==> config.mk <==
export PLATFORM = sky130hd
export DESIGN_NAME = bp_nonsynth_cache_resp_collector
export DESIGN_NICKNAME = d
export VERILOG_FILES = /design/src/rtl/bp_nonsynth_cache_resp_collector.sv
export SDC_FILE = /design/constraint.sdc
export NUM_CORES = 1
export LEC_CHECK = 0
export BUFFER_PORTS_ARGS = -buffer_cell sky130_fd_sc_hd__buf_2
export CAP_MARGIN = 5
export CORE_ASPECT_RATIO = 0.5
export CORE_UTILIZATION = 54
export CTS_CLUSTER_DIAMETER = 120
export DETAILED_ROUTE_END_ITERATION = 8
export MAX_ROUTING_LAYER = met4
export PLACE_DENSITY = 0.75
export SLEW_MARGIN = 0
export SYNTH_ARGS = -nofsm -noshare
export SYNTH_HDL_FRONTEND = slang
export SYNTH_SLANG_ARGS = --single-unit
==> constraint.sdc <==
create_clock -name clk_i -period 7.11 [get_ports clk_i]
set_clock_uncertainty 0.05 [all_clocks]
set_input_delay 1.422 -clock clk_i [delete_from_list [all_inputs] [get_ports clk_i]]
set_output_delay 1.422 -clock clk_i [all_outputs]
set_load 0.01 [all_outputs]
==> src/rtl/bp_nonsynth_cache_resp_collector.sv <==
// Per-channel response buffers with random release stalls, outstanding
// request tracking, a global watchdog and sticky pass/fail run flags.
module bp_nonsynth_cache_resp_collector #(
  parameter int num_channels_p  = 1,
  parameter int data_width_p    = 64,
  parameter int fifo_els_p      = 8,
  parameter int max_stall_p     = 15,
  parameter int timeout_width_p = 16,
  parameter int lfsr_width_p    = 8
) (
  input  logic                                        clk_i,
  input  logic                                        reset_n_i,
  input  logic                                        random_mode_i,
  input  logic [num_channels_p-1:0]                   req_v_i,
  input  logic [num_channels_p-1:0]                   v_i,
  input  logic [num_channels_p-1:0][data_width_p-1:0] data_i,
  output logic [num_channels_p-1:0]                   ready_o,
  output logic [num_channels_p-1:0]                   v_o,
  output logic [num_channels_p-1:0][data_width_p-1:0] data_o,
  input  logic [num_channels_p-1:0]                   yumi_i,
  input  logic [num_channels_p-1:0]                   done_i,
  output logic                                        pass_o,
  output logic                                        fail_o,
  output logic                                        timeout_o,
  output logic [num_channels_p-1:0]                   underflow_o
);
  localparam int NC = num_channels_p;
  localparam int DW = data_width_p;
  localparam int PW = $clog2(fifo_els_p);
  localparam int CW = PW + 2;
  localparam int SW = (max_stall_p > 0) ? $clog2(max_stall_p + 1) : 1;
  localparam int LW = lfsr_width_p;
  localparam int TW = timeout_width_p;

  function automatic logic [31:0] taps_f(input int w);
    unique case (w)
      3:       taps_f = 32'h6;
      4:       taps_f = 32'hC;
      5:       taps_f = 32'h14;
      6:       taps_f = 32'h30;
      7:       taps_f = 32'h60;
      8:       taps_f = 32'hB8;
      9:       taps_f = 32'h110;
      10:      taps_f = 32'h240;
      11:      taps_f = 32'h500;
      12:      taps_f = 32'h829;
      13:      taps_f = 32'h100D;
      14:      taps_f = 32'h2015;
      15:      taps_f = 32'h6000;
      16:      taps_f = 32'hD008;
      default: taps_f = 32'h3 << (w - 2);
    endcase
  endfunction

  localparam logic [LW-1:0] TAPS = LW'(taps_f(LW));

  logic [NC-1:0] empty_w;
  logic [NC-1:0] outz_w;
  logic [NC-1:0] enq_w;
  logic [NC-1:0] deq_w;

  for (genvar i = 0; i < NC; i++) begin : g_ch
    logic [DW-1:0] mem_q [fifo_els_p];
    logic [PW:0]   wptr_q, wptr_d;
    logic [PW:0]   rptr_q, rptr_d;
    logic [CW-1:0] out_q, out_d;
    logic [SW-1:0] stall_q, stall_d;
    logic [LW-1:0] lfsr_q, lfsr_d;
    logic          rdy_q, rdy_d;
    logic          uf_q, uf_d;
    logic          head;

    assign empty_w[i]     = (wptr_q == rptr_q);
    assign outz_w[i]      = (out_q == '0);
    assign enq_w[i]       = v_i[i] & rdy_q;
    assign deq_w[i]       = yumi_i[i] & v_o[i];
    assign v_o[i]         = ~empty_w[i] & (stall_q == '0);
    assign ready_o[i]     = rdy_q;
    assign underflow_o[i] = uf_q;
    assign data_o[i]      = v_o[i] ? mem_q[rptr_q[PW-1:0]] : '0;

    always_comb begin
      wptr_d  = wptr_q + (PW+1)'(enq_w[i]);
      rptr_d  = rptr_q + (PW+1)'(deq_w[i]);
      rdy_d   = ~((wptr_d[PW] != rptr_d[PW]) &&
                  (wptr_d[PW-1:0] == rptr_d[PW-1:0]));
      // a new head is either the first entry or the one behind a dequeue
      head    = (enq_w[i] && empty_w[i]) ||
                (deq_w[i] && (wptr_d != rptr_d));
      stall_d = stall_q;
      if (head) begin
        stall_d = random_mode_i
                ? SW'(32'(lfsr_q) % (max_stall_p + 1)) : '0;
      end else if (!empty_w[i] && stall_q != '0) begin
        stall_d = stall_q - SW'(1);
      end
      out_d = out_q;
      uf_d  = uf_q;
      if (req_v_i[i] && !enq_w[i]) begin
        if (out_q != '1) out_d = out_q + CW'(1);
      end else if (enq_w[i] && !req_v_i[i]) begin
        if (out_q == '0) uf_d = 1'b1;
        else out_d = out_q - CW'(1);
      end
      lfsr_d = {lfsr_q[LW-2:0], ^(lfsr_q & TAPS)};
    end

    always_ff @(posedge clk_i or negedge reset_n_i) begin
      if (!reset_n_i) begin
        wptr_q  <= '0;
        rptr_q  <= '0;
        out_q   <= '0;
        stall_q <= '0;
        lfsr_q  <= LW'(i + 1);
        rdy_q   <= 1'b1;
        uf_q    <= 1'b0;
      end else begin
        wptr_q  <= wptr_d;
        rptr_q  <= rptr_d;
        out_q   <= out_d;
        stall_q <= stall_d;
        lfsr_q  <= lfsr_d;
        rdy_q   <= rdy_d;
        uf_q    <= uf_d;
      end
    end

    always_ff @(posedge clk_i) begin
      if (enq_w[i]) mem_q[wptr_q[PW-1:0]] <= data_i[i];
    end
  end

  logic [TW-1:0] wd_q, wd_d;
  logic          pass_q, pass_d;
  logic          fail_q, fail_d;
  logic          to_q, to_d;
  logic          act, wd_hit, pass_c, fail_c;

  always_comb begin
    act  = (|req_v_i) | (|enq_w) | (|deq_w);
    wd_d = wd_q;
    if (act) wd_d = '0;
    else if (wd_q != '1) wd_d = wd_q + TW'(1);
    wd_hit = (wd_d == '1);
    pass_c = (&done_i) & (&empty_w) & (&outz_w) & ~(|underflow_o);
    fail_c = (|underflow_o) | wd_hit;
    pass_d = pass_q;
    fail_d = fail_q;
    to_d   = to_q;
    // fail outranks pass when both appear in the same cycle
    if (!pass_q && !fail_q) begin
      if (fail_c) begin
        fail_d = 1'b1;
        to_d   = wd_hit;
      end else if (pass_c) begin
        pass_d = 1'b1;
      end
    end
  end

  always_ff @(posedge clk_i or negedge reset_n_i) begin
    if (!reset_n_i) begin
      wd_q   <= '0;
      pass_q <= 1'b0;
      fail_q <= 1'b0;
      to_q   <= 1'b0;
    end else begin
      wd_q   <= wd_d;
      pass_q <= pass_d;
      fail_q <= fail_d;
      to_q   <= to_d;
    end
  end

  assign pass_o    = pass_q;
  assign fail_o    = fail_q;
  assign timeout_o = to_q;

endmodule
Word level (Yosys, flattened, before mapping)
Memory sizes are Yosys's and may differ from the RTL's.
Cells that the tools add are included.
{"block": "totals", "out_inout_bits": 70, "word_cells": 76, "latch_bits": 0, "regBits": 46, "ramBits": 512, "romBits": 0, "mem_count": 1}
{"block": "classes", "div": 0, "reduce_logical": 23, "eq_ne": 9, "add_sub_neg": 6, "n_shift": 0, "mux": 12, "multipliers": 0, "bitwise": 14, "n_lt_le_gt_ge": 0}
{"memory": "g_ch[0].mem_q", "words": 8, "word_bits": 64, "read_ports": 1, "rd_ports_with_merged_regs": 0, "write_ports": 1, "line_no": "63", "rtl": "logic [DW-1:0] mem_q [fifo_els_p];"}
{"cell": "64-bit two-way mux", "count": 1}
{"cell": "16-bit two-way mux", "count": 2}
{"cell": "5-bit two-way mux", "count": 4}
{"cell": "16-bit by 1-bit adder with 16-bit output, second input constant", "count": 1}
{"cell": "16-bit equality test, second input constant", "count": 1}
{"cell": "16-bit inequality test, second input constant", "count": 1}
{"cell": "4-bit two-way mux", "count": 3}
{"cell": "3-bit AND reduction", "count": 3}
{"cell": "4-bit by 1-bit adder with 4-bit output", "count": 2}
{"cell": "8-bit XOR reduction", "count": 1}
{"cell": "1-bit logical AND", "count": 7}
{"cell": "1-bit bitwise AND", "count": 6}
{"cell": "5-bit by 1-bit adder with 5-bit output, second input constant", "count": 1}
{"cell": "1-bit zero test", "count": 5}
{"cell": "5-bit zero test", "count": 1}
{"cell": "5-bit inequality test, second input constant", "count": 1}
{"cell": "1-bit inverter", "count": 5}
{"cell": "5-bit by 1-bit subtractor with 5-bit output, second input constant", "count": 1}
{"cell": "4-bit equality test", "count": 1}
{"cell": "4-bit zero test", "count": 1}
{"cell": "2-bit by 1-bit inequality test with 1-bit output, second input constant", "count": 2}
{"cell": "4-bit inequality test", "count": 1}
{"cell": "2-bit nonzero test", "count": 2}
{"cell": "4-bit nonzero test", "count": 1}
{"cell": "7 further kinds", "count": 10}

Logic depth before layout (Yosys ltp)
Gate-level depths: netlist of the first run.
{"block": "logic_depth", "ltp_word": 10, "depth_mapped": 10, "mapped_depth_nobuf": 10}

Least setup slack after synthesis of the first run
No wires, ideal clock.
{"block": "synth_timing", "path_type": "input-to-reg", "startpoint": "input port v_i", "endpoint": "memory g_ch[0].mem_q[0][0] (netlist name) (enable)", "setup_slack_ps": -1220, "arrival_time_ps": 7636, "stages": 2, "path_cell_list": "nand2_1 nor4_1"}
{"block": "synth_via", "elab_chain_len": 3}
{"item": "from (decl)", "line_no": "15", "rtl": "input logic [num_channels_p-1:0] v_i,"}
{"item": "1-bit bitwise AND", "line_no": "75", "rtl": "assign enq_w[i] = v_i[i] & rdy_q;"}
{"item": "1-bit two-way mux", "line_no": "129", "rtl": "if (enq_w[i]) mem_q[wptr_q[PW-1:0]] <= data_i[i];"}
{"item": "1-bit two-way mux (implied by the code)", "line_no": "129"}
{"item": "to (decl)", "line_no": "63"}
No other way between the ends.

Final worst setup path of the first run
{"block": "layout_timing", "startpoint": "register g_ch[0].rptr_q[2]", "endpoint": "output port v_o"}
{"block": "layout_via", "elab_chain_len": 3}
{"item": "from (decl)", "line_no": "65", "rtl": "logic [PW:0] rptr_q, rptr_d;"}
{"item": "from (signal assigned)", "line_no": "119", "rtl": "rptr_q <= rptr_d;"}
{"item": "4-bit equality test", "line_no": "73", "rtl": "assign empty_w[i] = (wptr_q == rptr_q);"}
{"item": "1-bit inverter", "line_no": "77", "rtl": "assign v_o[i] = ~empty_w[i] & (stall_q == '0);"}
{"item": "1-bit bitwise AND", "line_no": "77"}
{"item": "to (decl)", "line_no": "18", "rtl": "output logic [num_channels_p-1:0] v_o,"}
No other way between the ends.

==> results of run 1 <==
-- kinds of logic (layout without fill, tap and decap cells) --
group | after synthesis | after routing | synth area share
AO/OA/AOI/OAI | 40 | 40 | 0.0146
XOR/XNOR | 32 | 32 | 0.0134
multiplexers | 202 | 202 | 0.165
flip-flops | 558 | 558 | 0.751
adder cells (fa/ha/maj) | 9 | 9 | 0.00546
buffers and inverters | 63 | 251 | 0.0122
other | 0 | 8 | 0
AND/OR/NAND/NOR | 174 | 174 | 0.0387
-- registers in the layout, summed over array words and instances, names as in the netlist --
signal,count
fail_o,1
g_ch.lfsr_q,8
g_ch.mem_q,512
g_ch.out_q,5
g_ch.rptr_q,4
g_ch.stall_q,4
g_ch.wptr_q,4
pass_o,1
ready_o,1
timeout_o,1
underflow_o,1
wd_q,16
-- power groups by stage --
stage	clock network (mW)	logic [mW]	registers [mW]
after global routing	2.64	2.84	4.38
after floorplan	0	2.01	4.32
after CTS	2.51	2.67	4.34
after detailed placement	0	2.65	4.41
final	2.46	2.61	4.34
after global placement	0	2.63	4.37
-- metal layers --
metal	track usage	up-vias	share of wire
li1	-	4700	-
met1	0.285	5494	0.42
met2	0.343	349	0.51
met3	0.0345	58	0.055
met4	0.0644	0	0.021
met5	-	-	0
-- Yosys cell counts, types with 7 or more instances --
library cell,instances
nand4_1,7
mux4_2,128
xor2_1,15
clkbuf_1,21
dfrtp_1,44
nor3_1,10
nand3_1,8
buf_2,12
nor2_1,88
xnor2_1,16
edfxtp_1,512
mux2i_1,71
buf_1,20
ha_1,8
nand2_1,23
-- worst paths after layout --
| check | from | endpoint | slack (ns) | cells after the start |
|---|---|---|---|---|
| worst max-delay path | g_ch[0].rptr_q[2] | v_o | 2.52 | 5 |
| worst min-delay path | g_ch[0].lfsr_q[6] | g_ch[0].lfsr_q[7] | 0.31 | 0 |
| worst max register to register | g_ch[0].rptr_q[2] | pass_o | 3.26 | 8 |
| worst min register to register | g_ch[0].lfsr_q[6] | g_ch[0].lfsr_q[7] | 0.31 | 0 |
| max in group asynchronous | reset_n_i | g_ch[0].rptr_q[0] | 5.27 | 1 |
| min in group asynchronous | reset_n_i | g_ch[0].lfsr_q[7] | 0.99 | 1 |
-- through the flow --
stage	total power [mW]	utilization	cell area (um2)	instances	setup slack [ns]
final	9.41	0.629	24800	1804	2.52
after global routing	9.86	0.628	24800	1803	2.34
after CTS	9.52	0.628	24800	1796	2.46
after detailed placement	7.06	0.591	23300	1709	2.97
after global placement	7.00	0.591	23300	1709	3.03
after floorplan	6.33	-	22000	1078	0.322
-- cell type report --
| cell class | instances | area (um2) | area share |
|---|---|---|---|
| well taps | 530 | 663 | 0.0267 |
| inverters | 7 | 26.3 | 0.00106 |
| flip-flops and latches | 558 | 16500 | 0.666 |
| diodes | 8 | 20.0 | 0.000806 |
| multi-input cells | 457 | 5280 | 0.213 |
| repair buffers | 157 | 841 | 0.0339 |
| clock inverters | 26 | 154 | 0.00620 |
| clock buffers | 61 | 1300 | 0.0525 |
-- worst reg2reg max path, cell delays in order (launching register included) --
cell and delay (ns):
dfrtp_4 0.78, xor2_1 0.20, nor4_4 0.38, nand2b_4 0.77, inv_2 0.21, a211o_1 0.62, a2111oi_4 0.33, nand4_1 0.23
o21a_1 0.17
==> flow_results.org, run 1 <==
** Outcome
- The flow ran to the end, and the final reports show no timing, DRC or antenna violations.

** Setup path
- Kind of cell adding the most delay to the critical path :: simple AND/OR/NAND/NOR gates
- The worst setup path is captured at a primary output.
- Data arrival time of the critical path :: 3.12 ns
- Setup crit start kind :: flip-flop
- List of cells traversed by the critical path :: xor2_1, nor4_4, nand2b_4, inv_2, buf_2
- Max FO, Critical Path :: 65
- Data required time of the worst path :: 5.64 ns
- Slowest-stage cell, CP :: dfrtp_4
- The worst setup path is of the reg -> out kind.
- Buffering stage count on the worst path with inverters included :: 2
- Longest individual stage delay on the worst path :: 0.78 ns

** Logic synthesis
- During synthesis, Yosys emitted a total of 0 warnings.
- Synthesis inferred 558 register bits.
- The largest total area in the synthesized netlist belongs to edfxtp_1.
- Count of distinct cell types in the synthesized netlist :: 62
- Counting flops with an async set or reset pin after synthesis yields a share of 0.0824.
- The number of nets handed over by synthesis was 1158.
- After synthesis the cells add up to 22000 um2.
- The share of synthesized area in the top cell type comes to 0.698.
- Yosys attributes the largest share of cell area to edfxtp_1, mux4_2, dfrtp_1, mux2i_1, nor2_1.
- EDFF count, synth :: 512
- Primary FF master, synth :: edfxtp_1
- Proportion of synthesized chip area in sequential cells :: 0.751
- After synthesis, the mean cell area works out to 20.4 um2.
- Synth Instances :: 1078

** Timing
- Transition time at the pin with the least slew margin :: 1.09 ns
- Max transition margin :: 0.275
- Final period utilization :: 0.645
- The max-slew violation count came to 0.
- Worst hold margin :: 0.313 ns
- Final setup viols :: 0
- Period minus WS final :: 4.59 ns
- Derived from the worst setup path, the maximum achievable clock frequency is 218 MHz.
- Setup repair after global routing left no endpoint under its margin.
- Post-route setup TNS :: 0 ns
- Count of endpoints failing hold in the final timing report :: 0

** Final layout
- The top cell types in the final layout, fill and taps aside, are edfxtp_1, buf_2, mux4_2, nor2_1, mux2i_1.
- The library cell used most frequently in the layout, excluding fill and tap cells, is edfxtp_1.
- Number of nets in the final layout :: 1309
- Final-layout fill cell count :: 2640
- Of the cells placed in the final design, the portion with a size suffix greater than 1 is 0.299.
- The area growth from synthesis to layout is 12.8%.

** Global route
- The number of antenna violations at the first check in global routing is 8.
- After global routing the overflow that remains totals 0.
- Global router's overall resource usage :: 0.213
- The first global-routing pass estimated 64.3 mm of wire.
- Entering global routing, the biggest net connects 136 pins.
- The number of global-route vias before repair is 10900.

** Routing
- Vias per cell :: 5.88
- The first detailed-routing pass took 5 iterations.
- Total Routed Length :: 42.0 mm
- In this run the remaining antenna-violating nets after routing total 0.
- The first routing iteration left 1027 violations.
- Via count of the routed design :: 10600
- Average wire length per cell after detail routing :: 23.3 um
- In the routed design, unresolved DRC markers number 0.

** Placed design
- Once detailed placement completed, the half-perimeter wirelength came to 22.6 mm.
- Final estimated routing congestion in global placement :: 0.870
- The count of buffers added on input and output ports is 140.

** Min path
- In this run the worst hold path is classified as reg -> reg.

** Clock network
- After clock tree synthesis, the repair step resized 0 gates.
- Post-CTS timing repair inserted 0 buffers for setup.
- The cell sitting at the root of the clock tree is a clkbuf_16.
- After clock tree synthesis, the flow added hold-fix buffers numbering 0.
- Clock latency of the later-clocked register in the worst-skew pair :: 0.56 ns
- The clock passes through at most 3 buffers.
- The H-tree was split into 2 levels.
- The number of clock buffers added by TritonCTS is 48.
- Clock-pin slew was measured on the worst setup and hold paths at 0.06 ns.
- Clock tree synthesis found a total of 558 sinks.
- CTS tree :: yes

** Pwr
- Of the total power, the clock network draws 0.261.
- Maximum VDD drop :: 0.270 mV
- Power Density :: 379 nW/um2
- For this design the static power due to leakage is 8.29 nW.
- Combinational group share of total power :: 0.277
- Switching Share :: 0.294
- Sequential share of power :: 0.461
- Switching component of the power :: 2.76 mW
- The internal power of the cells totals 6.64 mW.

** Die
- Chip Width :: 288 um
- The die covers 41600 um2.
- The die is 145 um tall.
- Std cell rows :: 51
- Core region area :: 39500 um2
- Starting Density :: 0.557
- Pin placement for this block handled 141 I/O pins.

** Flow run
- The tool flagged a number of max-cap violations equal to 0.
Note: power is estimated with default switching activity, not from simulation.
==> run 2, diff against run 1 <==
- ABC_AREA: default -> 1
- CORE_UTILIZATION: 54 -> 55
- PLACE_DENSITY: 0.75 -> 0.76
- clock period: 7.11 -> 3.8 ns (I/O delays scaled with it)
==> flow_results.org, run 2 <==
** Timing
- Final period utilization :: 0.955
- The final setup violation count was 0 (unchanged).
- The worst max-slew margin expressed relative to the limit came to 0.316 (+0.0409).
- The transition at the pin with the smallest max-transition slack is 1.03 ns (-0.0613 ns).
- Maximum clock frequency :: 275 MHz
- Setup repair after global routing left no endpoint under its margin.
- Final number of max-transition violations :: 0 (unchanged)
- Period minus WS final :: 3.63 ns
- The number of hold violations in the final report is 0 (unchanged).

** Routing
- The starting DRC count in detailed routing is 1448 (+41%).
- DRC Markers :: 0 (unchanged)
- Vias per cell :: 5.88 (about the same)
- The routed length per placed instance was 20.3 um (-13%).
- Count of nets left with antenna violations after detail routing :: 0 (unchanged)
- The first-pass iteration count of the detailed router is 8 (+3).
- The number of vias after detailed routing came to 14200 (+34%).
- The final wirelength was 49.1 mm (+17%).

** Logic synthesis
- Among all flip-flop cells after synthesis, the most frequent one is edfxtp_1.
- By area the synthesized netlist is led by edfxtp_1, nor2_1, o21ai_0, o221ai_1, dfrtp_1.
- Flip-flop and latch count after synthesis :: 558 (unchanged)
- The distinct cell type count after synthesis was 33 (-47%).
- The number of instances in the synthesized netlist came to 1742 (+62%).
- The synthesized design spends more area on one cell type than any other, namely edfxtp_1.
- Nets in the synthesized netlist :: 1822 (+57%)
- The count of warnings emitted by yosys is 0 (unchanged).
- Sorting the synthesized cells by how often they occur yields edfxtp_1, nor2_1, o21ai_0.
- Post-synthesis average cell area :: 12.8 um2 (-37%)
- The share of synthesized registers carrying an async set or reset came to 0.0824 (unchanged).
- The number of enable flip-flop cells after synthesis is 512 (unchanged).
- The netlist area before placement was 22300 um2 (+1.4%).
- Library cell with the highest instance count after synthesis :: edfxtp_1
- The area share of the largest cell type after synthesis is 0.689 (-0.00967).
- Proportion of synthesized chip area in sequential cells :: 0.741 (-0.0104)

** Pwr
- The total power divided by cell area was 724 nW/um2 (+91%).
- Sequential share of power :: 0.444 (-0.017)
- Lkg Pwr :: 8.89 nW (+7.2%)
- The fraction of power consumed by combinational cells is 0.306 (+0.029).
- The net switching power came to 6.41 mW (+130%).
- The peak supply drop is 0.538 mV (+99%).
- Switching Share :: 0.352 (+0.0584)
- Cell-internal power :: 11.8 mW (+78%)
- Clock share of power :: 0.250 (-0.011)
- Overall power after layout :: 18.2 mW (+94%)

** Global route
- Vias in the first global route :: 13400 (+23%)
- The met3 global-route usage is 0.0364 (+0.00195).
- M2 GR Usage :: 0.384 (+0.0403)
- After global routing, the most crowded layer is met2.
- Global router's overall resource usage :: 0.242 (+0.0287)
- GRT met1 Usage :: 0.330 (+0.0453)
- Global-route congestion overflow total :: 0 (unchanged)
- The number of antenna violations at the first check in global routing is 3 (-5).
- The wire length of the first global-routing pass is 74.7 mm (+16%).
- The pin count of the biggest net entering global routing is 230 (+69%).

** Final layout
- In the layout the commonest cells are edfxtp_1, nor2_1, o21ai_0, nand2_1, buf_2.
- Sequential cell area :: 16500 um2 (about the same)
- The library cell used most frequently in the layout, excluding fill and tap cells, is edfxtp_1.
- Number of nets in the final layout :: 1930 (+47%)
- The count of non-filler cells in the finished layout is 2418 (+34%).
- The fraction of final layout cells with drive strength greater than 1 came to 0.144 (-0.156).
- Area growth, synth to finish :: 12.6%
- Footprint of the multi-input gates :: 5200 um2 (-1.5%)
- Number of flip-flops in the largest register :: 512 (unchanged)
- Final-layout fill cell count :: 2857 (+8.2%)

** Clock network
- Number of clock sinks seen by CTS :: 558 (unchanged)
- Clock latency of the later-clocked register in the worst-skew pair :: 0.56 ns (about the same)
- Buffer depth of the longest clock path :: 3 (unchanged)
- The post-cts hold buffer count was 0 (unchanged).
- Clock Root Buffer :: clkbuf_16
- The number of H-tree levels is 2 (unchanged).
- Clock-pin slew reported for the worst setup and hold paths after clock tree synthesis :: 0.06 ns (about the same)
- The TritonCTS buffer count was 47 (-2.1%).
- TritonCTS built the clock tree.

** Min path
- The tightest min-delay check is of the reg -> reg type.

** Setup path
- Setup crit start kind :: flip-flop
- Max FO, Critical Path :: 229 (+250%)
- Data arrival time of the critical path :: 2.82 ns (-0.30 ns)
- Type of element capturing the critical path :: primary output
- The endpoint required time on the critical path was 2.99 ns (-2.65 ns).
- Type of the worst setup path :: reg -> out

** Placed design
- Placed cells :: 2330 (+36%)
- Final estimated routing congestion in global placement :: 0.860 (-1.1%)
- Placed wire-length estimate :: 25.2 mm (+12%)
- The count of input and output buffers is 140 (unchanged).

** Die
- IO Pins :: 141 (unchanged)
- DIE HEIGHT :: 144 um (-0.22%)
- The placeable core region is 39400 um2 (-0.16%).
- The horizontal extent of the die is 287 um (-0.22%).
- Die area :: 41400 um2 (-0.43%)
- Std cell rows :: 51 (unchanged)
- Starting Density :: 0.566 (+0.00874)

** Flow run
- The max-capacitance violation count was 0 (unchanged).

** Outcome
- Outcome :: finished clean
[run 2: critical path, cell delays in order, from the launching register on]
cell	delay, ns
dfrtp_4	0.65
buf_16	0.58
o21ai_0	0.25
o221ai_1	0.28
nand2_1	0.15
nor2_1	0.10
buf_2	0.14
[run 2: power by group through the flow]
| stage | logic [mW] | clock network, mW | registers [mW] |
|---|---|---|---|
| global route | 6.16 | 4.88 | 8.17 |
| CTS | 5.51 | 4.62 | 8.09 |
| global placement | 5.38 | 0 | 8.18 |
| detailed placement | 5.48 | 0 | 8.21 |
| floorplan | 3.69 | 0 | 8.15 |
| finish | 5.57 | 4.55 | 8.09 |
[run 2: area by class of cell]
type	instances	share of cell area
flip-flops and latches	558	0.658
multi-input cells	1015	0.207
clock buffers	57	0.0483
repair buffers	166	0.0426
well taps	530	0.0264
inverters	62	0.00961
clock inverters	26	0.00801
diodes	4	0.000398
[run 2: path summary, 6_finish.rpt]
check	start	endpoint	slack, ns	cells after the start
setup / recovery	g_ch[0].rptr_q[0]	data_o[32]	0.17	6
min in group asynchronous	reset_n_i	timeout_o	0.33	1
max in group asynchronous	reset_n_i	g_ch[0].rptr_q[0]	2.62	1
hold reg to reg	g_ch[0].lfsr_q[6]	g_ch[0].lfsr_q[7]	0.31	0
setup reg to reg	g_ch[0].rptr_q[0]	g_ch[0].stall_q[1]	1.01	13
hold / removal	g_ch[0].lfsr_q[6]	g_ch[0].lfsr_q[7]	0.31	0
[run 2: cell families (layout without fill, tap and decap cells)]
logic type               count (synthesis)  in the layout  synth area share
XOR/XNOR                                19             19           0.00746
AO/OA/AOI/OAI                          402            402             0.112
flip-flops                             558            558             0.741
buffers and inverters                  169            311            0.0292
other                                    0              4                 0
AND/OR/NAND/NOR                        585            585             0.105
adder cells (fa/ha/maj)                  9              9           0.00538
[run 2: metal layers]
metal  routed length [um]  part of all wire
met1                20800              0.42
met3                 3770             0.077
met5                    0                 0
met4                  894             0.018
met2                23600              0.48
[run 2: metrics by stage]
| step | TNS [ns] | setup slack (ns) | util | hold WS, ns | cell area [um2] |
|---|---|---|---|---|---|
| global placement | 0 | 0.771 | 0.600 | 0.283 | 23700 |
| floorplan | -251.28 | -0.491 | - | 0.281 | 22300 |
| finish | 0 | 0.170 | 0.637 | 0.311 | 25100 |
| CTS | 0 | 0.0822 | 0.636 | 0.314 | 25100 |
| detailed placement | 0 | 0.712 | 0.600 | 0.289 | 23700 |
| global route | 0 | 0.0311 | 0.637 | 0.321 | 25100 |
[run 2: what timing repair did]
item	CTS	global route
endpoints found under the setup margin	0	19
hold endpoints to repair	0	0
gates resized for setup	0	3
setup buffers	0	0
==> run 3, diff against run 2 <==
- ABC_AREA: 1 -> default
- CORE_UTILIZATION: 55 -> 54
- PLACE_DENSITY: 0.76 -> 0.75
==> flow_results.org, run 3 (synthesis results as in run 1) <==
** Routing
- The final wirelength is 42.7 mm (-13%).
- DRC Markers :: 0 (unchanged)
- The count of antenna-violating nets left after detailed routing is 0 (unchanged).
- The via density per instance was 5.90 (+0.41%).
- Average wire length per cell after detail routing :: 23.6 um (+16%)
- Via count of the routed design :: 10700 (-25%)
- The starting DRC count in detailed routing was 976 (-33%).
- The first-pass iteration count of the detailed router is 5 (-3).

** Clock network
- Quantity of hold-fixing buffers added after cts :: 0 (unchanged)
- CTS H-tree lvls :: 2 (unchanged)
- Clock latency of the later-clocked register in the worst-skew pair :: 0.56 ns (about the same)
- Number of buffers created by CTS :: 47 (unchanged)
- TritonCTS built the clock tree.
- Number of clock sinks seen by CTS :: 558 (unchanged)
- The post-CTS setup repair buffer count is 0 (unchanged).
- The buffer depth of the longest clock path was 3 (unchanged).
- Clock Root Buffer :: clkbuf_16
- The register clock-pin slew on the reported worst setup and hold paths was 0.06 ns (about the same).
- Gates resized, CTS repair :: 0 (unchanged)

** Global route
- Global-route wire length before repair :: 64.9 mm (-13%)
- The global router's overall resource usage came to 0.215 (-0.0264).
- Initial antenna violation count :: 1 (-2)
- The pin count of the biggest net entering global routing was 136 (-41%).
- The overall overflow remaining after global route is 0 (unchanged).
- The number of global-route vias before repair is 11000 (-17%).

** Timing
- Count of endpoints failing hold in the final timing report :: 0 (unchanged)
- The final setup violation count was 0 (unchanged).
- The worst-case hold slack came to 0.318 ns (+0.00728 ns).
- The fraction of the cycle the final worst path needs is 0.931 (-0.0247).
- Final number of max-transition violations :: 0 (unchanged)
- The highest attainable clock frequency is 283 MHz (+2.6%).
- The transition at the pin with the smallest max-transition slack was 1.07 ns (+0.0392 ns).
- Setup repair after global routing missed its margin :: no
- The worst max-slew margin expressed relative to the limit was 0.290 (-0.0261).
- The minimum clock period was 3.54 ns (-0.0937 ns).

** Placed design
- Port-buffer cells :: 140 (unchanged)
- The area of placed instances is 23700 um2 (about the same).
- Final estimated routing congestion in global placement :: 0.802 (-6.8%)
- The half-perimeter wire length after placement came to 24.2 mm (-4.0%).

** Die
- The number of core rows is 51 (unchanged).
- Starting Density :: 0.557 (-0.00874)
- DIE HEIGHT :: 145 um (+0.22%)
- IO Pins :: 141 (unchanged)
- Die area :: 41600 um2 (+0.44%)
- The horizontal extent of the die was 288 um (+0.22%).
- The placeable core region is 39500 um2 (+0.16%).

** Min path
- The startpoint identified for the worst hold timing path is g_ch[0].lfsr_q[6].
- The tightest min-delay check is of the reg -> reg type.

** Flow run
- Max Cap Viol :: 0 (unchanged)

** Outcome
- The run finished with clean final reports.

** Final layout
- The fraction of final layout cells with drive strength greater than 1 was 0.304 (+0.160).
- Total non-filler cell area in the finished layout :: 25100 um2 (-0.25%)
- Most common library cell in the layout ignoring fill and taps :: edfxtp_1
- In the layout the commonest cells are edfxtp_1, buf_2, mux4_2, nor2_1, mux2i_1.
- The number of nets in the layout came to 1322 (-32%).
- Number of flip-flops in the largest register :: 512 (unchanged)
- Area growth, synth to finish :: 13.9%

** Setup path
- The setup path with the least slack is of type reg -> out.
- Max FO, Critical Path :: 44 (-81%)
- The number of cells on the worst reg-to-reg path is 8 (-5).
- The worst setup path is launched from a flip-flop.
- The worst register-to-register path ends at pass_o.
- Startpoint of the lowest-slack register-to-register path :: g_ch[0].wptr_q[2]
- The endpoint required time on the critical path was 2.99 ns (about the same).
- The most critical setup path has its startpoint at g_ch[0].rptr_q[0].
- The worst-case register-to-register setup slack came to 0.82 ns (-0.19 ns).
- Data arrival time of the critical path :: 2.73 ns (-0.09 ns)
- End point of the critical path :: data_o[55]
- Type of element capturing the critical path :: primary output

** Pwr
- The peak supply drop is 0.383 mV (-29%).
- Overall power after layout :: 17.7 mW (-2.8%)
- The total power divided by cell area was 706 nW/um2 (-2.5%).
- Lkg Pwr :: 8.39 nW (-5.6%)
## run 3: stage by stage
step,utilization,setup slack [ns],std cells,setup TNS [ns]
after floorplan,-,-0.692,1078,-203.11
after detailed placement,0.599,0.823,1723,0
after global routing,0.635,0.124,1809,0
after CTS,0.635,0.209,1808,0
final,0.635,0.263,1809,0
after global placement,0.599,0.845,1723,0
## run 3: final cells by class
class | count | area [um2]
well taps | 530 | 663
clock buffers | 64 | 1290
fillers | 2563 | 14400
repair buffers | 171 | 1150
multi-input cells | 457 | 5300
clock inverters | 21 | 106
diodes | 1 | 2.50
inverters | 7 | 26.3
flip-flops and latches | 558 | 16500
## run 3: how the worst min path moves through the flow
stage	endpoint	slack [ns]	cells after the start
2_1_floorplan	g_ch[0].lfsr_q[7]	0.28	0
3_3_place_gp	g_ch[0].lfsr_q[7]	0.29	0
3_5_place_dp	g_ch[0].lfsr_q[7]	0.31	0
4_1_cts	g_ch[0].lfsr_q[7]	0.32	0
5_1_grt	g_ch[0].lfsr_q[7]	0.32	0
6_report	g_ch[0].lfsr_q[7]	0.32	0
## run 3: power breakdown
| part | switching (mW) | total, mW | internal, mW |
|---|---|---|---|
| combinational | 2.79 | 5.21 | 2.43 |
| sequential | 0.351 | 8.04 | 7.69 |
| clock | 2.07 | 4.45 | 2.39 |
## run 3: worst max-delay path: stages, from the launching register on
cell and delay, ns:
dfrtp_4 0.68, buf_12 0.38, mux4_2 0.55, mux2i_1 0.30
nor2_1 0.08, buf_2 0.15
## run 3: layer usage
metal	global-route usage	part of all wire	vias to the layer above
li1	-	-	4723
met1	0.279	0.42	5642
met2	0.367	0.52	253
met3	0.0318	0.044	57
met4	0.0496	0.016	0
met5	-	0	-
